File: src/rtl/tm_run_ctrl_if.sv
// Host/engine/tape signal bundle for the Turing-machine run sequencer.
interface tm_run_ctrl_if #(
  parameter int POS_W = 7,
  parameter int SYM_W = 3,
  parameter int CNT_W = 40
) ();
  logic             start;
  logic             abort;
  logic             eng_halt;
  logic [POS_W-1:0] eng_pos;
  logic             eng_init;
  logic             eng_step_en;
  logic             tape_we;
  logic [POS_W-1:0] tape_addr;
  logic [SYM_W-1:0] tape_wdata;
  logic [SYM_W-1:0] tape_rdata;
  logic             busy;
  logic             done;
  logic [1:0]       status;
  logic [CNT_W-1:0] step_count;
  logic [POS_W-1:0] sigma;

  // Host, engine and tape side.
  modport master (
    output start, abort, eng_halt, eng_pos, tape_rdata,
    input  eng_init, eng_step_en, tape_we, tape_addr, tape_wdata,
           busy, done, status, step_count, sigma
  );

  // Sequencer side.
  modport slave (
    input  start, abort, eng_halt, eng_pos, tape_rdata,
    output eng_init, eng_step_en, tape_we, tape_addr, tape_wdata,
           busy, done, status, step_count, sigma
  );
endinterface

File: src/rtl/tm_run_ctrl.sv
// Run sequencer: clears the tape, steps the engine until halt, tape-edge
// overflow or step-limit timeout, then scans the tape to count non-blank cells.
module tm_run_ctrl #(
  parameter int               TAPE_LEN   = 64,
  parameter int               POS_W      = 7,
  parameter int               SYM_W      = 3,
  parameter int               CNT_W      = 40,
  parameter logic [CNT_W-1:0] STEP_LIMIT = '1
) (
  input  logic          CLK_n,
  input  logic          rst,
  tm_run_ctrl_if.slave  bus
);

  typedef enum logic [2:0] {
    S_IDLE,
    S_CLEAR,
    S_RUN,
    S_SCAN,
    S_DONE
  } state_t;

  typedef enum logic [1:0] {
    ST_NONE     = 2'd0,
    ST_HALTED   = 2'd1,
    ST_OVERFLOW = 2'd2,
    ST_TIMEOUT  = 2'd3
  } status_t;

  localparam logic [POS_W-1:0] LAST_ADDR = POS_W'(TAPE_LEN - 1);

  state_t           state_q, state_d;
  status_t          status_q, status_d;
  logic [POS_W-1:0] tape_addr_q, tape_addr_d;
  logic [CNT_W-1:0] step_count_q, step_count_d;
  logic [POS_W-1:0] sigma_q, sigma_d;
  logic             eng_init_q, eng_init_d;
  logic             eng_step_en_q, eng_step_en_d;
  logic             tape_we_q, tape_we_d;
  logic             busy_q, busy_d;
  logic             done_q, done_d;

  logic addr_last;
  logic run_halt;
  logic run_ovf;
  logic run_tmo;
  logic run_stop;

  // Stop-condition decode; priority HALTED > OVERFLOW > TIMEOUT is applied where used.
  always_comb begin
    addr_last = (tape_addr_q == LAST_ADDR);
    run_halt  = bus.eng_halt;
    run_ovf   = (bus.eng_pos == '0) || (bus.eng_pos == LAST_ADDR);
    run_tmo   = (step_count_q == STEP_LIMIT);
    run_stop  = run_halt || run_ovf || run_tmo;
  end

  // State register.
  always_ff @(posedge CLK_n) begin
    if (rst) begin
      state_q <= S_IDLE;
    end else begin
      state_q <= state_d;
    end
  end

  // Next-state logic; abort overrides everything, start only acts from IDLE/DONE.
  always_comb begin
    state_d = state_q;
    if (bus.abort) begin
      state_d = S_IDLE;
    end else begin
      unique case (state_q)
        S_IDLE, S_DONE: if (bus.start) state_d = S_CLEAR;
        S_CLEAR:        if (addr_last) state_d = S_RUN;
        S_RUN:          if (run_stop)  state_d = S_SCAN;
        S_SCAN:         if (addr_last) state_d = S_DONE;
        default:        state_d = S_IDLE;
      endcase
    end
  end

  // Output/datapath next values; control outputs are decoded from state_d so
  // that they are registered yet aligned with the state they belong to.
  always_comb begin
    eng_init_d    = (state_d == S_IDLE) || (state_d == S_CLEAR);
    eng_step_en_d = (state_d == S_RUN);
    tape_we_d     = (state_d == S_CLEAR);
    busy_d        = (state_d == S_CLEAR) || (state_d == S_RUN) || (state_d == S_SCAN);
    done_d        = (state_d == S_DONE);

    status_d      = status_q;
    tape_addr_d   = tape_addr_q;
    step_count_d  = step_count_q;
    sigma_d       = sigma_q;

    if (bus.abort) begin
      // step_count and sigma stay frozen for post-mortem inspection.
      status_d    = ST_NONE;
      tape_addr_d = '0;
    end else begin
      unique case (state_q)
        S_IDLE, S_DONE: begin
          if (bus.start) begin
            status_d     = ST_NONE;
            tape_addr_d  = '0;
            step_count_d = '0;
            sigma_d      = '0;
          end
        end
        S_CLEAR: begin
          tape_addr_d = addr_last ? '0 : tape_addr_q + POS_W'(1);
        end
        S_RUN: begin
          tape_addr_d = '0;
          if (run_halt) begin
            status_d = ST_HALTED;
          end else if (run_ovf) begin
            status_d = ST_OVERFLOW;
          end else if (run_tmo) begin
            status_d = ST_TIMEOUT;
          end else begin
            step_count_d = step_count_q + CNT_W'(1);
          end
        end
        S_SCAN: begin
          if (bus.tape_rdata != '0) begin
            sigma_d = sigma_q + POS_W'(1);
          end
          tape_addr_d = addr_last ? '0 : tape_addr_q + POS_W'(1);
        end
        default: begin
          tape_addr_d = '0;
        end
      endcase
    end
  end

  // Output and datapath registers.
  always_ff @(posedge CLK_n) begin
    if (rst) begin
      status_q      <= ST_NONE;
      tape_addr_q   <= '0;
      step_count_q  <= '0;
      sigma_q       <= '0;
      eng_init_q    <= 1'b1;
      eng_step_en_q <= 1'b0;
      tape_we_q     <= 1'b0;
      busy_q        <= 1'b0;
      done_q        <= 1'b0;
    end else begin
      status_q      <= status_d;
      tape_addr_q   <= tape_addr_d;
      step_count_q  <= step_count_d;
      sigma_q       <= sigma_d;
      eng_init_q    <= eng_init_d;
      eng_step_en_q <= eng_step_en_d;
      tape_we_q     <= tape_we_d;
      busy_q        <= busy_d;
      done_q        <= done_d;
    end
  end

  assign bus.eng_init    = eng_init_q;
  assign bus.eng_step_en = eng_step_en_q;
  assign bus.tape_we     = tape_we_q;
  assign bus.tape_addr   = tape_addr_q;
  assign bus.tape_wdata  = {SYM_W{1'b0}};
  assign bus.busy        = busy_q;
  assign bus.done        = done_q;
  assign bus.status      = status_q;
  assign bus.step_count  = step_count_q;
  assign bus.sigma       = sigma_q;

endmodule

File: src/flat_wrapper.sv
// flat-port wrapper written by rule: the top's interface ports become plain ports
module tm_run_ctrl_flat 
#(
  parameter int               TAPE_LEN   = 64,
  parameter int               POS_W      = 7,
  parameter int               SYM_W      = 3,
  parameter int               CNT_W      = 40,
  parameter logic [CNT_W-1:0] STEP_LIMIT = '1
)
  (CLK_n, rst, bus_start, bus_abort, bus_eng_halt, bus_eng_pos, bus_tape_rdata, bus_eng_init, bus_eng_step_en, bus_tape_we, bus_tape_addr, bus_tape_wdata, bus_busy, bus_done, bus_status, bus_step_count, bus_sigma);
  tm_run_ctrl_if #(.POS_W(POS_W), .SYM_W(SYM_W), .CNT_W(CNT_W)) bus_i ();
  input  logic CLK_n;
  input  logic rst;
  input wire logic [$bits(bus_i.start)-1:0] bus_start;
  input wire logic [$bits(bus_i.abort)-1:0] bus_abort;
  input wire logic [$bits(bus_i.eng_halt)-1:0] bus_eng_halt;
  input wire logic [$bits(bus_i.eng_pos)-1:0] bus_eng_pos;
  input wire logic [$bits(bus_i.tape_rdata)-1:0] bus_tape_rdata;
  output wire logic [$bits(bus_i.eng_init)-1:0] bus_eng_init;
  output wire logic [$bits(bus_i.eng_step_en)-1:0] bus_eng_step_en;
  output wire logic [$bits(bus_i.tape_we)-1:0] bus_tape_we;
  output wire logic [$bits(bus_i.tape_addr)-1:0] bus_tape_addr;
  output wire logic [$bits(bus_i.tape_wdata)-1:0] bus_tape_wdata;
  output wire logic [$bits(bus_i.busy)-1:0] bus_busy;
  output wire logic [$bits(bus_i.done)-1:0] bus_done;
  output wire logic [$bits(bus_i.status)-1:0] bus_status;
  output wire logic [$bits(bus_i.step_count)-1:0] bus_step_count;
  output wire logic [$bits(bus_i.sigma)-1:0] bus_sigma;
  assign bus_i.start = bus_start;
  assign bus_i.abort = bus_abort;
  assign bus_i.eng_halt = bus_eng_halt;
  assign bus_i.eng_pos = bus_eng_pos;
  assign bus_i.tape_rdata = bus_tape_rdata;
  assign bus_eng_init = bus_i.eng_init;
  assign bus_eng_step_en = bus_i.eng_step_en;
  assign bus_tape_we = bus_i.tape_we;
  assign bus_tape_addr = bus_i.tape_addr;
  assign bus_tape_wdata = bus_i.tape_wdata;
  assign bus_busy = bus_i.busy;
  assign bus_done = bus_i.done;
  assign bus_status = bus_i.status;
  assign bus_step_count = bus_i.step_count;
  assign bus_sigma = bus_i.sigma;
  tm_run_ctrl #(.TAPE_LEN(TAPE_LEN), .POS_W(POS_W), .SYM_W(SYM_W), .CNT_W(CNT_W), .STEP_LIMIT(STEP_LIMIT)) u_core (.CLK_n(CLK_n), .rst(rst), .bus(bus_i));
endmodule
File: config.mk
export PLATFORM = sky130hd
export DESIGN_NAME = tm_run_ctrl_flat
export DESIGN_NICKNAME = d
export VERILOG_FILES = /design/src/rtl/tm_run_ctrl_if.sv /design/src/rtl/tm_run_ctrl.sv /design/src/flat_wrapper.sv
export SDC_FILE = /design/constraint.sdc
export NUM_CORES = 1
export LEC_CHECK = 0
export CAP_MARGIN = 10
export CORE_MARGIN = 10
export CORE_UTILIZATION = 50
export CTS_CLUSTER_SIZE = 30
export DETAILED_ROUTE_END_ITERATION = 12
export PLACE_DENSITY = 0.9
export RECOVER_POWER = 100
export SLEW_MARGIN = 20
export SYNTH_ARGS = -nofsm -noshare
export SYNTH_HDL_FRONTEND = slang
export SYNTH_SLANG_ARGS = --single-unit
File: constraint.sdc
create_clock -name CLK_n -period 5.6 [get_ports CLK_n]
set_input_delay 0.56 -clock CLK_n [delete_from_list [all_inputs] [get_ports CLK_n]]
set_output_delay 0.56 -clock CLK_n [all_outputs]
set_load 0.01 [all_outputs]
==> results of run 1 <==
[sequential cells by signal, indices dropped and copies added (netlist names), 2 cells and up]
name                   cells
u_core.bus.step_count     40
u_core.state_q             3
u_core.bus.status          2
u_core.bus.sigma           7
u_core.bus.tape_addr       7
[stage by stage]
step	setup slack, ps	instances	total power [mW]	hold WS (ps)	instance area [sq um]
finish	1940	540	0.911	465	4150
floorplan	3390	389	0.494	465	3190
detailed placement	2290	525	0.509	452	3950
global route	1600	540	0.935	487	4150
global placement	2400	525	0.508	445	3950
CTS	2620	540	0.912	466	4160
[tightest hold or removal path, cell delays in order, from the launching register on]
cell and delay [ps]:
dfxtp_1 330, nand2_1 60, a21oi_1 40
[cells in the final DEF (no fill, tap or decap), drive strengths merged, types with 3 or more instances in the layout]
master,instances
nor2b,4
ha,3
and3,6
nand3,26
clkbuf,12
dfxtp,64
mux2i,3
or3,22
nand2,32
nor3,8
a21oi,33
o211ai,5
nor2,40
and4,3
inv,8
clkdlybuf4s50,11
nor4,5
xor2,11
o31ai,6
or2,5
conb,3
or4,11
o21ai,26
dlygate4sd3,64
nand2b,4
nand4,22
[power breakdown]
part / internal [mW] / switching (mW) / leakage, nW
registers: 0.456 / 0.00111 / 0.516
logic: 0.0159 / 0.0256 / 0.975
clock network: 0.238 / 0.174 / 0.108
total: 0.710 / 0.200 / 1.60
[cell families (layout without fill, tap and decap cells)]
group / after synthesis / in the layout / synth area share, %
adder cells (fa/ha/maj): 3 / 3 / 1.18
XOR/XNOR: 13 / 13 / 3.58
other: 1 / 3 / 0.118
multiplexers: 4 / 4 / 1.30
flip-flops: 64 / 64 / 40.3
AO/OA/AOI/OAI: 81 / 81 / 14.7
AND/OR/NAND/NOR: 197 / 197 / 35.3
buffers and inverters: 24 / 98 / 3.58
[cells in the mapped netlist, types with 2 or more instances]
cell	number	area, sq um
o21ai_0	20	100
nor2_1	39	146
nor3_1	8	40.0
mux2i_1	3	30.0
o31ai_1	5	37.5
nor2b_1	4	25.0
o21a_1	2	15.0
xnor2_1	2	17.5
nand4_1	17	106
inv_1	8	30.0
o21ai_1	6	30.0
buf_2	7	35.0
nand3b_1	2	15.0
dfxtp_1	64	1280
a31oi_1	2	12.5
or3_1	22	138
ha_1	3	37.5
xor2_1	11	96.3
clkbuf_1	5	18.8
and2_1	2	12.5
and3_1	6	37.5
a21oi_1	33	165
or2_2	5	31.3
nand4_2	4	50.1
nand3_1	25	125
or4_1	11	82.6
nand2_1	32	120
nand2b_1	4	25.0
buf_4	4	30.0
o211ai_1	5	37.5
and4_1	3	26.3
nor4_1	3	18.8
[layer usage]
metal  track usage [%]  share of wire [%]  vias to the layer above
li1                  -                  -                     1565
met1              20.4                 41                     1526
met2              29.2                 49                      129
met3              6.11                8.7                       17
met4              7.17                1.8                        0
met5                 0                  0                        -
[path summary, 6_finish.rpt]
check                                        startpoint                        end  cells past startpoint
worst max-delay path                     bus_eng_pos[1]  u_core.bus.step_count[21]                      7
worst min-delay path            u_core.bus.tape_addr[6]    u_core.bus.tape_addr[6]                      2
worst max register to register        u_core.state_q[0]  u_core.bus.step_count[37]                      5
worst min register to register  u_core.bus.tape_addr[6]    u_core.bus.tape_addr[6]                      2
[final cells by class]
cell class | count | area [sq um]
clock inverter | 3 | 40.0
sequential | 64 | 1280
tap | 77 | 96.3
multi-input combinational | 301 | 1790
clock buffer | 12 | 165
timing repair buffer | 75 | 751
fill | 500 | 2120
inverter | 8 | 30.0
==> results.txt, run 1 <==
clk root buf: clkbuf_8
synthesis-to-layout area growth: 30.5%
Worst EP required: 5840 ps
diode count: 0
# setup viols final: 0
Buffers on Ports: 75
Detailed Routing Iterations Pass 1: 5
Synth Instances: 387
Unique masters post-synth: 52
startpoint types: input pin
flop2flop setup slack: 2410 ps
Die W: 99.8 um
clock latency on the worst-skew pair: 340 ps
period utilization: 65.3%
Max IR drop VDD: 0.000163 V
count of flip-flops with a built-in enable after synthesis: 0
critical path type: in2reg
Fin. Hold Viols: 0
routed len/inst: 16.4 um
RSZ-0062 raised after global routing: no
CTS tree: built
Cell Chain, Critical Path: dlygate4sd3_1 > nand4_1 > nor3_1 > o31ai_1 > nand4_1 > or4_1 > a21oi_1
asr flop ratio synth: 0%
DR vias: 3,237
row count: 29
warnings from Yosys: 0
final wirelength: 8850 um
TritonCTS Sinks: 64
Total GRT Usage: 17.7%
DRT antenna net count: 0
Post-Syn Area: 3180 sq um
final weighted congestion in routability-driven placement: 0.849
Post-CTS Repair Setup Buffers: 0
sequential share of the synthesized area: 40.3%
vias in the first global route: 3,118
fin. max-slew vios: 43
final setup TNS: 0 ps
Initial DRC Count: 238
clock-pin slew on the worst setup and hold paths: 70 ps
largest net degree at the start of global routing: 43
Top FF cell, synth: dfxtp_1
global-route wire length before repair: 14,800 um
clk_skew: 7.95 ps
FF+latch count, synth: 64
initial antenna violation count: 0
status: complete, but fails checks
Largest stage delay, worst path: 1160 ps
failing checks: capacitance limit, slew limit
Num CTS Buffers: 9
CP Capture Type: register
CP max-delay cell: o31ai_1
H-tree depth: 3
fmax: 0.273 GHz
starting density of the core: 50.7%
hold_buf cts: 0
Die ar.: 9960 sq um
PostCTS Resize Cnt: 0
# IOs: 79
syn_area_per_cell: 8.22 sq um
max-cap check violation count: 1
Nets: 477
Via density: 5.99
post-layout util: 66.2%
CTS Buffer Depth: 2
Slew headroom: -54.5%
Crit path max-delay family: simple AND/OR/NAND/NOR gates
leakage: 1.60 nW
core area: 6280 sq um
Arrival @ worst endpoint: 3900 ps
crit path max fanout: 14
worst path bufs/invs: 1
min Tclk post-route: 3660 ps
post-DP HPWL: 6540 um
Worst Tran Pin Value: 2320 ps
Post-route DRC: 0
total grt overflow: 0
HP Class: reg2reg
P per Cell Area: 219 nW/um^2
cell mode on critical path: nand4_1
die height: 99.8 um
layout cells sized above 1: 6.48%
Power figures use the tool's default switching activity.
==> run 2, diff against run 1 <==
--- a/config.mk
+++ b/config.mk
@@ -7,10 +7,10 @@
 export LEC_CHECK = 0
 export CAP_MARGIN = 10
 export CORE_MARGIN = 10
-export CORE_UTILIZATION = 50
+export CORE_UTILIZATION = 49
 export CTS_CLUSTER_SIZE = 30
 export DETAILED_ROUTE_END_ITERATION = 12
-export PLACE_DENSITY = 0.9
+export PLACE_DENSITY = 0.89
 export RECOVER_POWER = 100
 export SLEW_MARGIN = 20
 export SYNTH_ARGS = -nofsm -noshare
==> constraint.sdc (replaced) <==
create_clock -name CLK_n -period 3.45 [get_ports CLK_n]
set_input_delay 0.345 -clock CLK_n [delete_from_list [all_inputs] [get_ports CLK_n]]
set_output_delay 0.345 -clock CLK_n [all_outputs]
set_load 0.01 [all_outputs]
==> results.txt, run 2 (synthesis results as in run 1) <==
HP Class: reg2reg
status: finished clean
Detailed Routing Iterations Pass 1: 5 (unchanged)
Num CTS Buffers: 9 (unchanged)
Fin. Hold Viols: 0 (unchanged)
starting density of the core: 50.4% (-0.29 points)
H-tree depth: 3 (unchanged)
RSZ-0062 raised after global routing: no
min Tclk post-route: 3010 ps
Buffers on Ports: 75 (unchanged)
CP max-delay cell: nand4_1
PostCTS Resize Cnt: 0 (unchanged)
clock latency on the worst-skew pair: 350 ps (about the same)
multi-input logic area: 1780 sq um (-0.77%)
DR vias: 3,247 (+0.31%)
diode count: 0 (unchanged)
initial antenna violation count: 0 (unchanged)
Die ar.: 10,100 sq um (+1.6%)
Worst Tran Pin Value: 888 ps (-1430 ps)
commonest cells after routing, fill and taps aside: dlygate4sd3_1 (64), dfxtp_1 (64), nor2_1 (39)
period utilization: 87.4%
Reg area: 1280 sq um (unchanged)
row count: 29 (unchanged)
# setup viols final: 0 (unchanged)
Arrival @ worst endpoint: 3210 ps (-690 ps)
Largest stage delay, worst path: 560 ps (-600 ps)
startpoint types: register
core area: 6310 sq um (+0.58%)
P per Cell Area: 352 nW/um^2 (+61%)
crit path max fanout: 14 (unchanged)
Via density: 5.98 (-0.25%)
cell mode on critical path: nand4_1
hold_buf cts: 0 (unchanged)
Post-route DRC: 0 (unchanged)
placed cell count: 527 (+0.38%)
flop2flop setup slack: 440 ps (-1970 ps)
clk root buf: clkbuf_8
final wirelength: 8730 um (-1.4%)
Cell Chain, Critical Path: or3b_1 > nor4_1 > nand4_1 > nand4_1 > clkbuf_1 > or3_1 > a21oi_1
Final Non-Filler Cells: 543 (+0.56%)
# IOs: 79 (unchanged)
WHS: 468 ps (+2.81 ps)
final setup TNS: 0 ps (unchanged)
Worst EP required: 3650 ps (-2190 ps)
total grt overflow: 0 (unchanged)
routed len/inst: 16.1 um (-1.9%)
max-cap check violation count: 0 (-1)
Slew headroom: 40.4% (+95 points)
vias in the first global route: 2,977 (-4.5%)
synthesis-to-layout area growth: 30.1%
die height: 101 um (+0.81%)
global-route wire length before repair: 14,100 um (-4.8%)
fmax: 0.332 GHz
max reg flops: 40 (unchanged)
CTS tree: built
Initial DRC Count: 260 (+9.2%)
layout filler cell count: 533 (+6.6%)
Nets: 479 (+0.42%)
fin. max-slew vios: 0 (-100%)
Total GRT Usage: 16.6% (-1.0 points)
CP Capture Type: register
clock-pin slew on the worst setup and hold paths: 80 ps (about the same)
post-DP HPWL: 6540 um (about the same)
layout cells sized above 1: 6.65% (+0.17 points)
DRT antenna net count: 0 (unchanged)
final weighted congestion in routability-driven placement: 0.841 (-1.0%)
Max IR drop VDD: 0.000234 V (+43%)
leakage: 1.59 nW (-0.82%)
clk_skew: 12.5 ps (+4.57 ps)
largest net degree at the start of global routing: 37 (-14%)
Die W: 101 um (+0.81%)
critical path type: reg2reg
CTS Buffer Depth: 2 (unchanged)
Post-CTS Repair Setup Buffers: 0 (unchanged)
TritonCTS Sinks: 64 (unchanged)
[run 2: stage by stage]
| stage | total power, mW | setup slack [ps] | util [%] | area, sq um |
|---|---|---|---|---|
| floorplan | 0.801 | 1370 | - | 3190 |
| global placement | 0.827 | 481 | 62.9 | 3970 |
| detailed placement | 0.828 | 386 | 62.9 | 3970 |
| CTS | 1.46 | 726 | 66.0 | 4160 |
| global route | 1.50 | 243 | 65.6 | 4140 |
| finish | 1.46 | 436 | 65.6 | 4140 |
[run 2: worst paths after layout]
check,start,endpoint,depth (start not counted)
max reg2reg,u_core.state_q[1],u_core.bus.step_count[9],7
min,u_core.bus.status[0],u_core.bus.status[0],2
min reg2reg,u_core.bus.status[0],u_core.bus.status[0],2
max,u_core.state_q[1],u_core.bus.step_count[9],7
[run 2: final cells by class]
class | count | area share (%)
multi-input combinational | 301 | 42.9
tap | 77 | 2.33
inverter | 8 | 0.725
sequential | 64 | 30.9
clock inverter | 7 | 1.72
timing repair buffer | 77 | 18.4
clock buffer | 9 | 2.99
[run 2: critical path, delay by kind of cell (launching register included)]
kind / cells / cell delay, ps
AND/OR/NAND/NOR: 5 / 1890
flip-flops: 1 / 450
AO/OA/AOI/OAI: 1 / 60
buffers and inverters: 1 / 470
[run 2: routing by layer]
metal,vias up,share of wire (%),GRT usage (%)
li1,1566,-,-
met1,1562,41,19.7
met2,111,50,27.5
met3,8,7.9,5.83
met4,0,1.1,5.11
met5,-,0,0
[run 2: report_power, final]
part           internal, mW  switching, mW  total (mW)
logic                0.0270         0.0419      0.0689
clock network         0.333          0.314       0.647
registers             0.740        0.00172       0.742
total                  1.10          0.357        1.46
==> run 3, diff against run 2 <==
==> constraint.sdc (replaced) <==
create_clock -name CLK_n -period 3.45 [get_ports CLK_n]
set_input_delay 0.5175 -clock CLK_n [delete_from_list [all_inputs] [get_ports CLK_n]]
set_output_delay 0.5175 -clock CLK_n [all_outputs]
set_load 0.01 [all_outputs]
==> results.txt, run 3 (synthesis results as in run 1) <==
status: finished clean
Crit path max-delay family: simple AND/OR/NAND/NOR gates
finished layout cell area: 4170 sq um (+0.60%)
DRT antenna net count: 0 (unchanged)
clock-pin slew on the worst setup and hold paths: 70 ps (about the same)
Worst Tran Pin Value: 875 ps (-13.6 ps)
Detailed Routing Iterations Pass 1: 7 (+2)
Placement Cell Area: 3980 sq um (+0.19%)
layout filler cell count: 546 (+2.4%)
layout cells sized above 1: 6.21% (-0.44 points)
core area: 6310 sq um (unchanged)
Die W: 101 um (unchanged)
routed len/inst: 16.2 um (+0.86%)
PostCTS Resize Cnt: 0 (unchanged)
Fin. Hold Viols: 0 (unchanged)
final setup TNS: 0 ps (unchanged)
Cell Chain, Critical Path: dlygate4sd3_1 > nand4_1 > nor3_1 > o31ai_1 > nand4_1 > or4_1 > a21oi_1
HP Class: reg2reg
cell mode on critical path: nand4_1
period utilization: 87.2% (-0.13 points)
Largest stage delay, worst path: 740 ps (+180 ps)
Initial DRC Count: 236 (-9.2%)
final wirelength: 8820 um (+1.0%)
multi-input logic area: 1770 sq um (-0.28%)
Num CTS Buffers: 9 (unchanged)
CP max-delay cell: o31ai_1
DR vias: 3,251 (+0.12%)
initial antenna violation count: 0 (unchanged)
diode count: 0 (unchanged)
Buffers on Ports: 75 (unchanged)
Nets: 480 (+0.21%)
Post-route DRC: 0 (unchanged)
clock latency on the worst-skew pair: 350 ps (about the same)
Post-CTS Repair Setup Buffers: 0 (unchanged)
clk root buf: clkbuf_8
global-route wire length before repair: 14,800 um (+4.7%)
clk_skew: 11.6 ps (-0.872 ps)
row count: 29 (unchanged)
Reg area: 1280 sq um (unchanged)
Worst EP required: 3720 ps (+70 ps)
RSZ-0062 raised after global routing: no
starting density of the core: 50.4% (unchanged)
Total GRT Usage: 17.5% (+0.82 points)
worst path bufs/invs: 1 (unchanged)
CTS tree: built
die height: 101 um (unchanged)
P per Cell Area: 366 nW/um^2 (+3.9%)
Slew headroom: 41.2% (+0.77 points)
commonest cells after routing, fill and taps aside: dlygate4sd3_1 (64), dfxtp_1 (64), nor2_1 (39)
startpoint types: input pin
Arrival @ worst endpoint: 3280 ps (+70 ps)
CP Capture Type: register
total grt overflow: 0 (unchanged)
Max IR drop VDD: 0.000221 V (-5.4%)
final weighted congestion in routability-driven placement: 0.894 (+6.3%)
H-tree depth: 3 (unchanged)
post-layout util: 66.0% (+0.40 points)
max reg flops: 40 (unchanged)
leakage: 1.61 nW (+1.7%)
largest net degree at the start of global routing: 31 (-16%)
hold_buf cts: 0 (unchanged)
crit path max fanout: 14 (unchanged)
synthesis-to-layout area growth: 30.9%
fin. max-slew vios: 0 (unchanged)
flop2flop setup slack: 540 ps (+100 ps)
min Tclk post-route: 3010 ps (-4.35 ps)
Die ar.: 10,100 sq um (unchanged)
# IOs: 79 (unchanged)
Via density: 5.98 (about the same)
CTS Buffer Depth: 2 (unchanged)
vias in the first global route: 3,078 (+3.4%)
# setup viols final: 0 (unchanged)
post-DP HPWL: 6450 um (-1.3%)
TritonCTS Sinks: 64 (unchanged)
fmax: 0.332 GHz (+0.14%)
critical path type: in2reg
max-cap check violation count: 0 (unchanged)
run 3: changes by cell type in the layout (fill, tap and decap cells not counted), sizes merged:
cell,delta
clkbuf,+3
clkinvlp,-3
buf,+2
bufinv,+1
clkinv,-1
inv,-1
run 3: final timing paths:
path / start / to / cells after the start
worst max-delay path: bus_eng_pos[1] / u_core.bus.step_count[23] / 7
worst min-delay path: u_core.bus.tape_addr[6] / u_core.bus.tape_addr[6] / 2
worst max register to register: u_core.state_q[1] / u_core.bus.step_count[15] / 6
worst min register to register: u_core.bus.tape_addr[6] / u_core.bus.tape_addr[6] / 2
run 3: final cells by class:
cell class / instances / area share (%)
clock buffer: 13 / 3.57
clock inverter: 3 / 1.56
inverter: 8 / 0.721
multi-input combinational: 301 / 42.5
sequential: 64 / 30.8
tap: 77 / 2.31
timing repair buffer: 78 / 18.6
run 3: power by group:
part / internal (mW) / switching, mW
registers: 0.740 / 0.00172
logic: 0.0280 / 0.0416
clock network: 0.427 / 0.285
run 3: stage by stage:
stage               hold slack [ps]  std cells  total power [mW]  setup WS (ps)
detailed placement              447        528             0.829            503
finish                          465        544              1.52            441
global route                    473        544              1.57            248
floorplan                       465        389             0.801           1280
global placement                446        528             0.828            635
CTS                             462        544              1.53            630
run 3: per-layer routing:
layer	GRT usage, %	vias to the layer above	share of wire (%)
met5	0	-	0
met4	8.80	0	1.8
met3	4.73	15	8.5
met2	28.2	127	49
met1	20.8	1537	40
li1	-	1572	-
run 3: worst min-delay path: stages (launching register included):
cell and delay, ps:
dfxtp_1 330, nand2_1 60, a21oi_1 30
